### src/rtl/sprite_rom_arbiter.sv
// Single-port sprite ROM arbiter with an in-order tag pipeline for read returns.
// Define SPRITE_ARB_ROUND_ROBIN_EN for round-robin arbitration; fixed priority otherwise.
module sprite_rom_arbiter #(
    parameter int N_REQ   = 4,
    parameter int ADDR_W  = 16,
    parameter int DATA_W  = 24,
    parameter int ROM_LAT = 2
) (
    input  logic                      VGA_Clk,
    input  logic                      Reset,
    input  logic                      enable,
    input  logic [N_REQ-1:0]          req,
    input  logic [N_REQ*ADDR_W-1:0]   addr,
    output logic [N_REQ-1:0]          gnt,
    output logic                      rom_rd,
    output logic [ADDR_W-1:0]         rom_addr,
    input  logic [DATA_W-1:0]         rom_data,
    output logic [N_REQ-1:0]          rd_valid,
    output logic [DATA_W-1:0]         rd_data,
    output logic                      busy
);

    localparam int IDX_W = (N_REQ > 1) ? $clog2(N_REQ) : 1;

    logic [IDX_W-1:0]  win;
    logic              any_req;
    logic              grant_ok;
    logic [ADDR_W-1:0] win_addr;

    logic [ROM_LAT-1:0] tag_v;
    logic [IDX_W-1:0]   tag_i [ROM_LAT];

`ifdef SPRITE_ARB_ROUND_ROBIN_EN
    logic [IDX_W-1:0] ptr;

    // Search starts just past the last winner so every requester gets a turn.
    always_comb begin
        any_req = 1'b0;
        win     = '0;
        for (int k = 1; k <= N_REQ; k++) begin
            int j;
            j = (int'(ptr) + k) % N_REQ;
            if (!any_req && req[j]) begin
                any_req = 1'b1;
                win     = IDX_W'(j);
            end
        end
    end

    always_ff @(posedge VGA_Clk or posedge Reset) begin
        if (Reset) begin
            ptr <= IDX_W'(N_REQ - 1);
        end else if (grant_ok) begin
            ptr <= win;
        end
    end
`else
    always_comb begin
        any_req = 1'b0;
        win     = '0;
        for (int i = N_REQ - 1; i >= 0; i--) begin
            if (req[i]) begin
                any_req = 1'b1;
                win     = IDX_W'(i);
            end
        end
    end
`endif

    assign grant_ok = enable & ~Reset & any_req;
    assign gnt      = grant_ok ? (N_REQ'(1) << win) : '0;

    always_comb begin
        win_addr = '0;
        for (int i = 0; i < N_REQ; i++) begin
            if (win == IDX_W'(i)) begin
                win_addr = addr[i*ADDR_W +: ADDR_W];
            end
        end
    end

    // Tags ride alongside the ROM access; rd_valid is one more register so it
    // lines up with rom_data arriving ROM_LAT clocks after rom_rd.
    always_ff @(posedge VGA_Clk or posedge Reset) begin
        if (Reset) begin
            rom_rd   <= 1'b0;
            rom_addr <= '0;
            tag_v    <= '0;
            rd_valid <= '0;
            for (int k = 0; k < ROM_LAT; k++) begin
                tag_i[k] <= '0;
            end
        end else begin
            rom_rd   <= grant_ok;
            if (grant_ok) begin
                rom_addr <= win_addr;
            end
            tag_v[0] <= grant_ok;
            tag_i[0] <= win;
            for (int k = 1; k < ROM_LAT; k++) begin
                tag_v[k] <= tag_v[k-1];
                tag_i[k] <= tag_i[k-1];
            end
            rd_valid <= tag_v[ROM_LAT-1] ? (N_REQ'(1) << tag_i[ROM_LAT-1]) : '0;
        end
    end

    assign rd_data = (|rd_valid) ? rom_data : '0;
    assign busy    = rom_rd | (|tag_v) | (|rd_valid);

endmodule

### config.mk
export PLATFORM = sky130hd
export DESIGN_NAME = sprite_rom_arbiter
export DESIGN_NICKNAME = d
export VERILOG_FILES = /design/src/rtl/sprite_rom_arbiter.sv
export SDC_FILE = /design/constraint.sdc
export NUM_CORES = 1
export LEC_CHECK = 0
export ABC_AREA = 1
export ABC_CLOCK_PERIOD_IN_PS = 2270
export BUFFER_PORTS_ARGS = -buffer_cell sky130_fd_sc_hd__buf_2
export CAP_MARGIN = 20
export CORE_ASPECT_RATIO = 2
export CORE_MARGIN = 4
export CORE_UTILIZATION = 46
export CTS_BUF_LIST = sky130_fd_sc_hd__clkbuf_8
export CTS_CLUSTER_DIAMETER = 200
export CTS_CLUSTER_SIZE = 25
export DETAILED_ROUTE_END_ITERATION = 12
export GPL_ROUTABILITY_DRIVEN = 0
export PLACE_DENSITY = 0.95
export SYNTH_ARGS = -nofsm -noshare
export SYNTH_HDL_FRONTEND = slang
export SYNTH_SLANG_ARGS = --single-unit
### constraint.sdc
create_clock -name VGA_Clk -period 2.27 [get_ports VGA_Clk]
set_clock_uncertainty 0.05 [all_clocks]
set_input_delay 0.1135 -clock VGA_Clk [delete_from_list [all_inputs] [get_ports VGA_Clk]]
set_output_delay 0.1135 -clock VGA_Clk [all_outputs]
set_load 0.01 [all_outputs]
==> impl_metrics.env <==
export IMPL_synth_area_sq_um=2050
export IMPL_grt_first_pass_wirelength_um=9560
export IMPL_yosysWarnings=0
export IMPL_rsz0062_at_grt="no"
export IMPL_antenna_found_initial=0
export IMPL_intPower_uw=953
export IMPL_die_w_um=55.3
export IMPL_pwr_share_comb=0.338
export IMPL_drv_cap=0
export IMPL_synth_adder_area_share=0
export IMPL_outcome="finished, final reports clean"
export IMPL_r2r_slack_ps=1480
export IMPL_synth_xor_area_frac=0
export IMPL_setup_violations=0
export IMPL_cp_max_fo=25
export IMPL_first_pass_iters=5
export IMPL_viasPerCell=4.63
export IMPL_dp_hpwl_um=5080
export IMPL_fin_area_sq_um=2800
export IMPL_fin_crit_ps=1610
export IMPL_ctsResizeCount=0
export IMPL_setup_ws_ps=664
export IMPL_hold_viol=0
export IMPL_grt_total_usage=0.205
export IMPL_period_share=0.708
export IMPL_grt_max_degree=34
export IMPL_maxSlewViolCount=0
export IMPL_p_per_area_nw_per_um2=497
export IMPL_synth_compound_area_frac=0.00426
export IMPL_vdd_ir_drop_max_mv=0.418
export IMPL_cp_data_required_time_ps=2110
export IMPL_register_area_sq_um=651
export IMPL_synth_mux_area_frac=0
export IMPL_grt_ovfl_total=0
export IMPL_die_y_um=103
export IMPL_cp_data_arrival_time_ps=1440
export IMPL_setup_worst_path_start="rd_valid[1]$_DFF_PP0_"
export IMPL_power_net_switching_uw=440
export IMPL_start_util=0.473
export IMPL_r2r_cells=4
export IMPL_clkLatencyLatePin_ps=260
export IMPL_leakagePower_uw=0.00195
export IMPL_dieArea_sq_um=5660
export IMPL_ant_nets=0
export IMPL_nFillCells=400
export IMPL_yosys_area_top_type_share=0.317
export IMPL_cts_root_buf="clkbuf_8"
export IMPL_diodes=0
export IMPL_port_buffers=144
export IMPL_first_iter_violations=62
export IMPL_worst_hold_slack_ps=2.34
export IMPL_core_sq_um=4340
export IMPL_cts_buffer_depth=2
export IMPL_clk_pin_slew_ps=90
export IMPL_rows=34
export IMPL_synthCells=332
export IMPL_synth_area_leaders="dfrtp_1 32%, nand2_1 18%, inv_1 12%"
export IMPL_reg2reg_from="rom_addr[15]$_DFFE_PP0P_"
export IMPL_dr_total_vias=2414
export IMPL_htree_levels=1
export IMPL_crit_path_end_kind="output pin"
export IMPL_drc=0
export IMPL_syn_nets=427
export IMPL_seqPwrFrac=0.396
export IMPL_synth_simple_area_share=0.491
export IMPL_clock_sink_count=26
export IMPL_final_setup_tns_ps=0
export IMPL_crit_type="reg -> out"
export IMPL_multi_input_area_sq_um=1020
export IMPL_nNetsFinal=563
export IMPL_synth_cell_types=21
export IMPL_drive_above_1_share=0.358
export IMPL_post_cts_setup_buffers=0
export IMPL_routedWlPerCell_um=11.3
export IMPL_worstReg2RegEnd="rom_addr[15]$_DFFE_PP0P_"
export IMPL_ys_seq_area_frac=0.317
export IMPL_place_ws_ps=807
export IMPL_synth_top_family_by_area="simple AND/OR/NAND/NOR gates"
export IMPL_cts_buffers=3
export IMPL_power_uw=1390
export IMPL_switching_share=0.316
export IMPL_relSlewSlack=0.389
export IMPL_ys_ff_latch=26
export IMPL_syn_to_final_growth_pct=36.4
export IMPL_worst_pin_slew_ps=915
export IMPL_avgSynthCellArea_sq_um=6.19
export IMPL_timing_fmax_mhz=623
export IMPL_holdBufCountCts=0
export IMPL_yosysTopAreaCell="dfrtp_1"
export IMPL_cts_tree="yes"
export IMPL_finalWirelength_um=5870
export IMPL_io_pins=145
export IMPL_clock_power_share=0.266
export IMPL_cp_start_kind="flip-flop"
export IMPL_grt_pass1_vias=2371
export IMPL_hp_class="in -> async"
export IMPL_placed_area_sq_um=2730
## how the worst max path moves through the flow
stage	to	slack [ps]
6_report	busy	660
5_1_grt	rd_data[17]	570
3_5_place_dp	gnt[0]	810
4_1_cts	busy	650
2_1_floorplan	busy	950
3_3_place_gp	gnt[0]	850
## placed cells by master, fill, tap and decap left out, drive strengths merged
cell type,n
buf,146
bufinv,1
clkbuf,3
dfrtp,26
inv,68
nand2,103
nand3,50
nor2,62
nor3,6
nor4,1
o21ai,1
## registers in the layout (all words and copies together) (netlist names)
signal,flops
rom_addr,16
rd_valid,4
tag_i,4
tag_v,2
## cell usage after synthesis (all sizes together)
library cell	number
buf	15
dfrtp	26
inv	68
nand2	103
nand3	50
nor2	62
nor3	6
nor4	1
o21ai	1
## power by group through the flow
stage / Clock (uW) / Combinational (uW) / Sequential (uW)
floorplan: 0 / 250 / 584
CTS: 376 / 477 / 553
global placement: 0 / 460 / 558
finish: 370 / 471 / 552
global route: 395 / 534 / 559
detailed placement: 0 / 474 / 562
## routing by layer
layer	routed length (um)	up-vias	GRT usage
met5	0	-	0
met4	247	0	0.110
met3	484	20	0.0326
met2	3270	130	0.430
met1	1870	1021	0.178
li1	-	1243	-
## cells by family (layout without fill, tap and decap cells)
| family | after synthesis | count (layout) |
|---|---|---|
| AND/OR/NAND/NOR | 222 | 222 |
| buffers and inverters | 83 | 218 |
| flip-flops | 26 | 26 |
| AO/OA/AOI/OAI | 1 | 1 |
## metrics by stage
step                      utilization  cells
after floorplan                     -    332
after global routing            0.646    521
after global placement          0.629    517
after detailed placement        0.629    517
after CTS                       0.646    521
final                           0.646    521
## layout make-up
type / count / share of cell area
clock inverter: 1 / 0.0107
timing repair buffer: 146 / 0.263
tap: 54 / 0.0241
multi-input combinational: 223 / 0.364
inverter: 68 / 0.0920
sequential: 26 / 0.232
clock buffer: 3 / 0.0147
## critical path, cell delays in order (launching register included)
cell and delay [ps]:
dfrtp_1 410, nor4_4 270, buf_4 280, nand2_1 70
buf_2 140
Note: power is estimated with default switching activity, not from simulation.
